[config.mk]
export PLATFORM = sky130hd
export DESIGN_NAME = circuit5_delay_pipe
export DESIGN_NICKNAME = d
export VERILOG_FILES = /design/src/rtl/circuit_delay_pkg.sv /design/src/rtl/circuit5_delay_pipe_delay_line.sv /design/src/rtl/circuit5_delay_pipe.sv
export SDC_FILE = /design/constraint.sdc
export NUM_CORES = 1
export LEC_CHECK = 0
export CORE_ASPECT_RATIO = 1.5
export CORE_MARGIN = 2
export CORE_UTILIZATION = 53
export DETAILED_ROUTE_END_ITERATION = 12
export GPL_TIMING_DRIVEN = 0
export PLACE_DENSITY = 0.78
export SKIP_CTS_REPAIR_TIMING = 1
export SLEW_MARGIN = 20
export SYNTH_ARGS = -nofsm -noshare
export SYNTH_HDL_FRONTEND = slang
export SYNTH_SLANG_ARGS = --single-unit
[constraint.sdc]
create_clock -name clk -period 2.4 [get_ports clk]
set_input_delay 0.48 -clock clk [delete_from_list [all_inputs] [get_ports clk]]
set_output_delay 0.48 -clock clk [all_outputs]
set_load 0.01 [all_outputs]
[src/rtl/circuit_delay_pkg.sv]
// Shared constants for the five-gate delay pipe: default gate delays,
// reset (all-inputs-zero steady state) value of each gate output, and
// the input-to-output latency helper.
package circuit_delay_pkg;

    localparam int D_OR_DEF   = 6;
    localparam int D_NAND_DEF = 3;
    localparam int D_XOR_DEF  = 5;
    localparam int D_AND_DEF  = 4;
    localparam int D_NOR_DEF  = 7;

    // Steady state with a=b=c=0: w=0, y=1, n=1, z=0, o=1.
    localparam logic RST_W = 1'b0;
    localparam logic RST_Y = 1'b1;
    localparam logic RST_N = 1'b1;
    localparam logic RST_Z = 1'b0;
    localparam logic RST_O = 1'b1;

    // Longest input-to-o path runs through every gate once.
    function automatic int calc_lat(input int d_or, input int d_nand,
                                    input int d_xor, input int d_and,
                                    input int d_nor);
        return d_or + d_nand + d_xor + d_and + d_nor;
    endfunction

endpackage

[src/rtl/circuit5_delay_pipe_delay_line.sv]
// Transport delay line: DEPTH registers per lane, no filtering, so every
// single-cycle pulse arrives intact DEPTH edges later. dout_next exposes
// the value dout will take on the coming edge.
module delay_line #(
    parameter int   WIDTH     = 8,
    parameter int   DEPTH     = 1,
    parameter logic RESET_VAL = 1'b0
) (
    input  logic             clk,
    input  logic             rst_n,
    input  logic [WIDTH-1:0] din,
    output logic [WIDTH-1:0] dout,
    output logic [WIDTH-1:0] dout_next
);

    if (DEPTH < 1 || WIDTH < 1) begin : g_bad_param
        $error("delay_line: DEPTH and WIDTH must be >= 1");
    end

    logic [DEPTH-1:0][WIDTH-1:0] stage_q;
    logic [DEPTH-1:0][WIDTH-1:0] stage_d;

    // Shift: stage 0 takes the gate function, each later stage its predecessor.
    always_comb begin
        stage_d    = stage_q;
        stage_d[0] = din;
        for (int i = 1; i < DEPTH; i++) begin
            stage_d[i] = stage_q[i-1];
        end
    end

    // Stage registers; reset flushes every in-flight value to the steady state.
    always_ff @(posedge clk or negedge rst_n) begin
        if (!rst_n) begin
            stage_q <= {(DEPTH*WIDTH){RESET_VAL}};
        end else begin
            stage_q <= stage_d;
        end
    end

    assign dout      = stage_q[DEPTH-1];
    assign dout_next = stage_d[DEPTH-1];

endmodule

[src/rtl/circuit5_delay_pipe.sv]
// Five-gate circuit (OR, NAND, XOR, AND, NOR) per lane, each gate a
// transport delay line, plus an input-settle detector and a saturating
// count of cycles in which o changes.
module circuit5_delay_pipe
    import circuit_delay_pkg::*;
#(
    parameter int WIDTH  = 8,
    parameter int D_OR   = D_OR_DEF,
    parameter int D_NAND = D_NAND_DEF,
    parameter int D_XOR  = D_XOR_DEF,
    parameter int D_AND  = D_AND_DEF,
    parameter int D_NOR  = D_NOR_DEF,
    parameter int CNT_W  = 16
) (
    input  logic             clk,
    input  logic             rst_n,
    input  logic [WIDTH-1:0] a,
    input  logic [WIDTH-1:0] b,
    input  logic [WIDTH-1:0] c,
    input  logic             clr_cnt,
    output logic [WIDTH-1:0] o,
    output logic             settled,
    output logic [CNT_W-1:0] toggle_cnt
);

    if (WIDTH < 1 || D_OR < 1 || D_NAND < 1 || D_XOR < 1 ||
        D_AND < 1 || D_NOR < 1 || CNT_W < 1) begin : g_bad_param
        $error("circuit5_delay_pipe: all parameters must be >= 1");
    end

    localparam int LAT   = calc_lat(D_OR, D_NAND, D_XOR, D_AND, D_NOR);
    localparam int SET_W = $clog2(LAT + 1);
    localparam logic [SET_W-1:0] LAT_C = SET_W'(LAT);

    logic [WIDTH-1:0] a_q, a_d, b_q, b_d, c_q, c_d;
    logic [SET_W-1:0] set_cnt_q, set_cnt_d;
    logic [CNT_W-1:0] tog_cnt_q, tog_cnt_d;

    logic [WIDTH-1:0] w, y, n, z, o_cur;
    logic [WIDTH-1:0] w_nxt, y_nxt, n_nxt, z_nxt, o_nxt;
    logic             unused_nxt;

    // Gate chain; each gate sees the held inputs and upstream gate outputs.
    delay_line #(.WIDTH(WIDTH), .DEPTH(D_OR), .RESET_VAL(RST_W)) u_or (
        .clk(clk), .rst_n(rst_n), .din(a_q | b_q),
        .dout(w), .dout_next(w_nxt));

    delay_line #(.WIDTH(WIDTH), .DEPTH(D_NAND), .RESET_VAL(RST_Y)) u_nand (
        .clk(clk), .rst_n(rst_n), .din(~(w & c_q)),
        .dout(y), .dout_next(y_nxt));

    delay_line #(.WIDTH(WIDTH), .DEPTH(D_XOR), .RESET_VAL(RST_N)) u_xor (
        .clk(clk), .rst_n(rst_n), .din(a_q ^ y),
        .dout(n), .dout_next(n_nxt));

    delay_line #(.WIDTH(WIDTH), .DEPTH(D_AND), .RESET_VAL(RST_Z)) u_and (
        .clk(clk), .rst_n(rst_n), .din(b_q & n),
        .dout(z), .dout_next(z_nxt));

    delay_line #(.WIDTH(WIDTH), .DEPTH(D_NOR), .RESET_VAL(RST_O)) u_nor (
        .clk(clk), .rst_n(rst_n), .din(~(z | c_q)),
        .dout(o_cur), .dout_next(o_nxt));

    // Only the output gate's look-ahead feeds the toggle counter.
    assign unused_nxt = ^{w_nxt, y_nxt, n_nxt, z_nxt};

    // Next-state: input capture, settle counter, toggle counter (clear wins).
    always_comb begin
        a_d       = a;
        b_d       = b;
        c_d       = c;
        set_cnt_d = set_cnt_q;
        tog_cnt_d = tog_cnt_q;

        if ({a, b, c} != {a_q, b_q, c_q}) begin
            set_cnt_d = '0;
        end else if (set_cnt_q != LAT_C) begin
            set_cnt_d = set_cnt_q + 1'b1;
        end

        if (clr_cnt) begin
            tog_cnt_d = '0;
        end else if (o_nxt != o_cur && tog_cnt_q != {CNT_W{1'b1}}) begin
            tog_cnt_d = tog_cnt_q + 1'b1;
        end
    end

    // Held inputs and counters.
    always_ff @(posedge clk or negedge rst_n) begin
        if (!rst_n) begin
            a_q       <= '0;
            b_q       <= '0;
            c_q       <= '0;
            set_cnt_q <= '0;
            tog_cnt_q <= '0;
        end else begin
            a_q       <= a_d;
            b_q       <= b_d;
            c_q       <= c_d;
            set_cnt_q <= set_cnt_d;
            tog_cnt_q <= tog_cnt_d;
        end
    end

    assign o          = o_cur;
    assign settled    = (set_cnt_q == LAT_C);
    assign toggle_cnt = tog_cnt_q;

endmodule

==> summary.md, run 1 <==
| Metric | Value |
|---|---|
| Syn_nets | 449 |
| Initial antenna violation count | 0 |
| Maximum clock rate | 476.2 MHz |
| Clock-pin slew on the worst setup and hold paths | 70 ps |
| # DRC | 0 |
| Worst R2R Path Depth | 6 |
| Final Cycle Share | 87.50% |
| Via count | 3474 |
| Cell area after synthesis | 7498 sq um |
| Met1 GRT Util | 22.22% |
| Dpl hpwl | 7310 um |
| Status | finished clean |
| ANT cells | 0 |
| Normalized max-slew margin | 57.64% |
| Post-synth top cells | dfrtp_1 (125), dfstp_2 (120), xor2_1 (28), nor2_1 (22), xnor2_1 (20) |
| Core area | 13930 sq um |
| Root Buffer | clkbuf_16 |
| Final worst-path setup slack | 300.0 ps |
| Hold Crit Start | u_or.stage_d[9]$_DFF_PN0_ |
| Syn Area/Cell | 17.90 sq um |
| Post-synth EDFFs | 0 |
| Pwr per Cell Area | 929.2 nW/um^2 |
| Share of cells above drive strength 1 | 34.50% |
| Clk sink count | 245 |
| TNS Setup | 0 ps |
| Count leader, synth | dfrtp_1 |
| Detailed-route wire length per cell | 17.62 um |
| Final hold vios | 0 |
| Io pins | 52 |
| Routed Antenna Nets | 0 |
| Reg-to-reg startpoint | u_nor.dout[2]$_DFF_PN1_ |
| Critical Path End Type | flop |
| Tmin final | 2100 ps |
| FP Rows | 53 |
| Layout Nets | 529 |
| Crit Path Class | flop to flop |
| Leakage power | 3.756 nW |
| Final cell count without fillers | 678 |
| Cell depth of the worst min-delay path | 0 |
| Max-slew violations | 0 |
| Synth Flop Type | dfrtp_1 |
| Largest net degree at the start of global routing | 99 |
| Vias in the first global route | 3876 |
| Initial Utilization | 53.85% |
| Met2 Track Usage GR | 29.17% |
| Critical path arrival | 2460 ps |
| Global-route wire length before repair | 19860 um |
| Peak supply drop | 686.2 uV |
| GRT Total Usage | 17.28% |
| CTS tree | yes |
| Detailed Routing Iterations Pass 1 | 4 |
| Die area | 15140 sq um |
| Hold WC Path Type | flop to flop |
| CP Launch Type | flop |
| Most area-consuming cells after synthesis | dfstp_2 (42%), dfrtp_1 (42%), xor2_1 (3.3%), xnor2_1 (2.3%), nor2_1 (1.1%) |
| Setup Viol. Count Final | 0 |
| #FFs+latches synth | 245 |
| Worst R2R End | toggle_cnt[1]$_DFFE_PN0P_ |
| Pre-CTS setup slack | 57.31 ps |
| CP required | 2760 ps |
| GRT Max-Usage Layer | met2 |
| Yosys top cell by area | dfstp_2 |
| Die span in y | 149.7 um |
| Reg2reg setup slack | 300 ps |
| Ys async rst share | 100.0% |
| Sequential area share after synthesis | 83.76% |
| Number of H-tree levels | 1 |
| Worst-path maximum fanout | 10 |
| Worst skew pair latency | 490 ps |
| Clock Path Buffers | 3 |
| Worst-Margin Slew | 630.2 ps |
| Vias/cell | 5.124 |
| Yosys warns | 0 |
| PortBufs | 50 |
| Final wirelength | 11940 um |
| Remaining Overflow, GRT | 0 |
| Post-synthesis cell type count | 40 |
| Post-Synthesis Cells | 419 |
| DR iter-0 viols | 170 |
| Die width | 101.1 um |
| Skew final | 13.65 ps |
| Top-area cell type share of the netlist area | 42.05% |
| Max_cap viols | 0 |
| Hold_ws | 344.8 ps |
| GR Layer Usage met3 | 2.802% |
| CTS buffer count | 21 |
| Post-layout util | 64.67% |
| Area Growth Syn to Fin | 20.11% |
| RSZ-0062 raised after global routing | no |
| Worst Setup SP | u_nor.dout[2]$_DFF_PN1_ |
| WHS Endpoint | u_or.stage_d[17]$_DFF_PN0_ |
| Post-Place Cells | 636 |
| Placer Congestion | 0.8932 |
==> cell type report <==
type                            count  area [sq um]
Clock buffer                       28         571.8
Fill cell                         946          4920
Buffer                              3         18.77
Clock inverter                      9         126.4
Tap cell                          165         206.4
Timing Repair Buffer               57         603.1
Inverter                            5         18.77
Multi-Input combinational cell    166          1180
Sequential cell                   245          6281
==> logic make-up (layout without fill, tap and decap cells) <==
family,count (synthesis),in the layout,synth area share [%]
flip-flops,245,245,83.76
multiplexers,3,3,0.4838
adder cells (fa/ha/maj),3,3,0.5006
AO/OA/AOI/OAI,24,24,2.203
buffers and inverters,8,102,0.5005
XOR/XNOR,48,48,5.607
AND/OR/NAND/NOR,88,88,6.942
==> per-stage QoR <==
| step | power, mW | area, sq um |
|---|---|---|
| finish | 8.369 | 9006 |
| global route | 8.716 | 9006 |
| CTS | 8.498 | 8964 |
| detailed placement | 5.055 | 8265 |
| floorplan | 4.806 | 7498 |
| global placement | 5.013 | 8205 |
==> routing by layer <==
metal  part of all wire (%)  up-vias
met3                    3.7       31
met1                     41     1805
met5                      0        -
li1                       -     1543
met4                    3.6        0
met2                     52       95
==> sequential cells by signal, indices dropped and copies added (netlist names), 16 cells and up <==
name	flops
u_nor.stage_d	40
u_or.stage_d	32
u_xor.stage_d	24
toggle_cnt	16
u_and.stage_d	16
==> layout by cell type (no fill, tap or decap), drive strengths merged, types with 5 or more instances in the layout <==
master / instances
clkbuf: 29
dfrtp: 125
xor2: 28
nand3: 9
inv: 5
xnor2: 20
buf: 9
nor4: 6
dfstp: 120
o31ai: 5
clkdlybuf4s50: 48
and2: 8
or2: 9
nand2: 11
nand4: 8
a21oi: 9
clkinv: 5
nor2: 22
==> worst max-delay path: stages (launching register included) <==
cell and delay (ps):
dfstp_2 540, xor2_1 70, nor4_2 600, a21o_2 340, buf_6 180, mux2i_1 190
nor2_1 60
==> power by group <==
| group | switching [mW] | internal, mW |
|---|---|---|
| sequential | 0.127 | 4.55 |
| clock | 1.38 | 2.00 |
| combinational | 0.171 | 0.136 |
==> how the worst max path moves through the flow <==
stage                                 endpoint  slack (ps)  cells after the start
finish               toggle_cnt[1]$_DFFE_PN0P_         300                      6
global route         toggle_cnt[1]$_DFFE_PN0P_         120                      6
CTS                                    settled        -130                      5
detailed placement    set_cnt_q[1]$_DFFE_PN0P_          60                      6
global placement              a_q[7]$_DFF_PN0_       -8190                      1
floorplan           toggle_cnt[12]$_DFFE_PN0P_         530                      6
Note: power is estimated with default switching activity, not from simulation.
==> run 2: changes to the inputs <==
- CTS_BUF_LIST: unset -> sky130_fd_sc_hd__clkbuf_4 sky130_fd_sc_hd__clkbuf_8 sky130_fd_sc_hd__clkbuf_16
==> summary.md, run 2 (synthesis results as in run 1) <==
| Metric | Value |
|---|---|
| Status | finished clean (unchanged) |
| Final worst-path setup slack | 298.2 ps (was 300.0 ps) |
| Largest register FFs | 40 (unchanged) |
| Post-Place Cells | 636 (unchanged) |
| Max-slew violations | 0 (unchanged) |
| Dpl hpwl | 7310 um (unchanged) |
| Core area | 13930 sq um (unchanged) |
| CTS tree | yes (unchanged) |
| Most frequent cells in the layout | dfrtp_1 (125), dfstp_2 (120), clkdlybuf4s50_1 (48) (unchanged) |
| Max_cap viols | 0 (unchanged) |
| Clk sink count | 245 (unchanged) |
| Setup Viol. Count Final | 0 (unchanged) |
| Maximum clock rate | 475.8 MHz (was 476.2 MHz) |
| Pwr per Cell Area | 932.9 nW/um^2 (was 929.2 nW/um^2) |
| Normalized max-slew margin | 57.64% (about the same) |
| TNS Setup | 0 ps (unchanged) |
| Crit Path Class | flop to flop (unchanged) |
| Post-layout util | 64.81% (was 64.67%) |
| Critical path arrival | 2460 ps (about the same) |
| Share of cells above drive strength 1 | 35.48% (was 34.50%) |
| Die span in y | 149.7 um (unchanged) |
| Vias/cell | 5.112 (was 5.124) |
| Initial antenna violation count | 0 (unchanged) |
| CP Launch Type | flop (unchanged) |
| Number of H-tree levels | 1 (unchanged) |
| Register area | 6281 sq um (unchanged) |
| Final wirelength | 11920 um (was 11940 um) |
| Reg2reg setup slack | 300 ps (about the same) |
| Tmin final | 2102 ps (was 2100 ps) |
| Most common cell after layout, fill and taps aside | dfrtp_1 (unchanged) |
| Routed Antenna Nets | 0 (unchanged) |
| Final cell count without fillers | 678 (unchanged) |
| Detailed-route wire length per cell | 17.58 um (was 17.62 um) |
| ANT cells | 0 (unchanged) |
| Global-route wire length before repair | 19870 um (was 19860 um) |
| Worst skew pair latency | 490 ps (about the same) |
| Skew final | 12.99 ps (was 13.65 ps) |
| Post-layout instance area | 9025 sq um (was 9006 sq um) |
| Pre-CTS setup slack | 57.31 ps (unchanged) |
| Hold WC Path Type | flop to flop (unchanged) |
| Clock-pin slew on the worst setup and hold paths | 70 ps (about the same) |
| Area Growth Syn to Fin | 20.36% (was 20.11%) |
| FP Rows | 53 (unchanged) |
| Io pins | 52 (unchanged) |
| CP required | 2760 ps (about the same) |
| Post-placement cell area | 8265 sq um (unchanged) |
| Final Cycle Share | 87.57% (was 87.50%) |
| RSZ-0062 raised after global routing | no (unchanged) |
| Via count | 3466 (was 3474) |
| Initial Utilization | 53.85% (unchanged) |
| Largest net degree at the start of global routing | 99 (unchanged) |
| Die area | 15140 sq um (unchanged) |
| Root Buffer | clkbuf_16 (unchanged) |
| Remaining Overflow, GRT | 0 (unchanged) |
| Peak supply drop | 684.2 uV (was 686.2 uV) |
| Worst-path maximum fanout | 10 (unchanged) |
| CTS buffer count | 21 (unchanged) |
| Multi-input gate area | 1180 sq um (unchanged) |
| Die width | 101.1 um (unchanged) |
| GRT Total Usage | 17.27% (was 17.28%) |
| Hold_ws | 344.8 ps (about the same) |
| PortBufs | 50 (unchanged) |
| Placer Congestion | 0.8932 (unchanged) |
| Layout Nets | 529 (unchanged) |
| # DRC | 0 (unchanged) |
| DR iter-0 viols | 153 (was 170) |
| Leakage power | 3.773 nW (was 3.756 nW) |
| Critical Path End Type | flop (unchanged) |
| Vias in the first global route | 3884 (was 3876) |
| Fillers | 949 (was 946) |
| Worst-Margin Slew | 630.2 ps (about the same) |
| Tot Pwr | 8.419 mW (was 8.369 mW) |
| Detailed Routing Iterations Pass 1 | 4 (unchanged) |
| Clock Path Buffers | 3 (unchanged) |
| Final hold vios | 0 (unchanged) |
run 2: final timing paths:
| check | from | end | cells after the start |
|---|---|---|---|
| max reg2reg | u_nor.dout[2]$_DFF_PN1_ | toggle_cnt[1]$_DFFE_PN0P_ | 6 |
| max in group asynchronous | rst_n | u_xor.stage_d[21]$_DFF_PN1_ | 4 |
| min reg2reg | u_or.stage_d[9]$_DFF_PN0_ | u_or.stage_d[17]$_DFF_PN0_ | 0 |
| min in group asynchronous | rst_n | u_or.dout[3]$_DFF_PN0_ | 2 |
| min | u_or.stage_d[9]$_DFF_PN0_ | u_or.stage_d[17]$_DFF_PN0_ | 0 |
| max | u_nor.dout[2]$_DFF_PN1_ | toggle_cnt[1]$_DFFE_PN0P_ | 6 |
run 2: report_power, final:
part	internal (mW)	switching (mW)	total, mW
Clock	2.06	1.37	3.43
Combinational	0.136	0.171	0.307
Sequential	4.55	0.127	4.68
run 2: cell type report:
| type | count | area share (%) |
|---|---|---|
| Inverter | 5 | 0.2080 |
| Tap cell | 165 | 2.288 |
| Clock buffer | 28 | 6.544 |
| Timing Repair Buffer | 57 | 6.682 |
| Clock inverter | 9 | 1.400 |
| Buffer | 3 | 0.2080 |
| Multi-Input combinational cell | 166 | 13.07 |
| Sequential cell | 245 | 69.60 |
run 2: critical path, cell delays in order, from the launching register on:
cell	delay, ps
dfstp_2	540
xor2_1	70
nor4_2	600
a21o_2	340
buf_6	180
mux2i_1	190
nor2_1	60
run 2: per-layer routing:
| metal | wire [um] | up-vias | part of all wire, % | track usage, % |
|---|---|---|---|---|
| met1 | 4802 | 1799 | 40 | 22.19 |
| met2 | 6263 | 96 | 53 | 29.17 |
| met3 | 437 | 29 | 3.7 | 2.802 |
| met5 | 0 | - | 0 | 0 |
| li1 | - | 1542 | - | - |
| met4 | 419 | 0 | 3.5 | 7.297 |
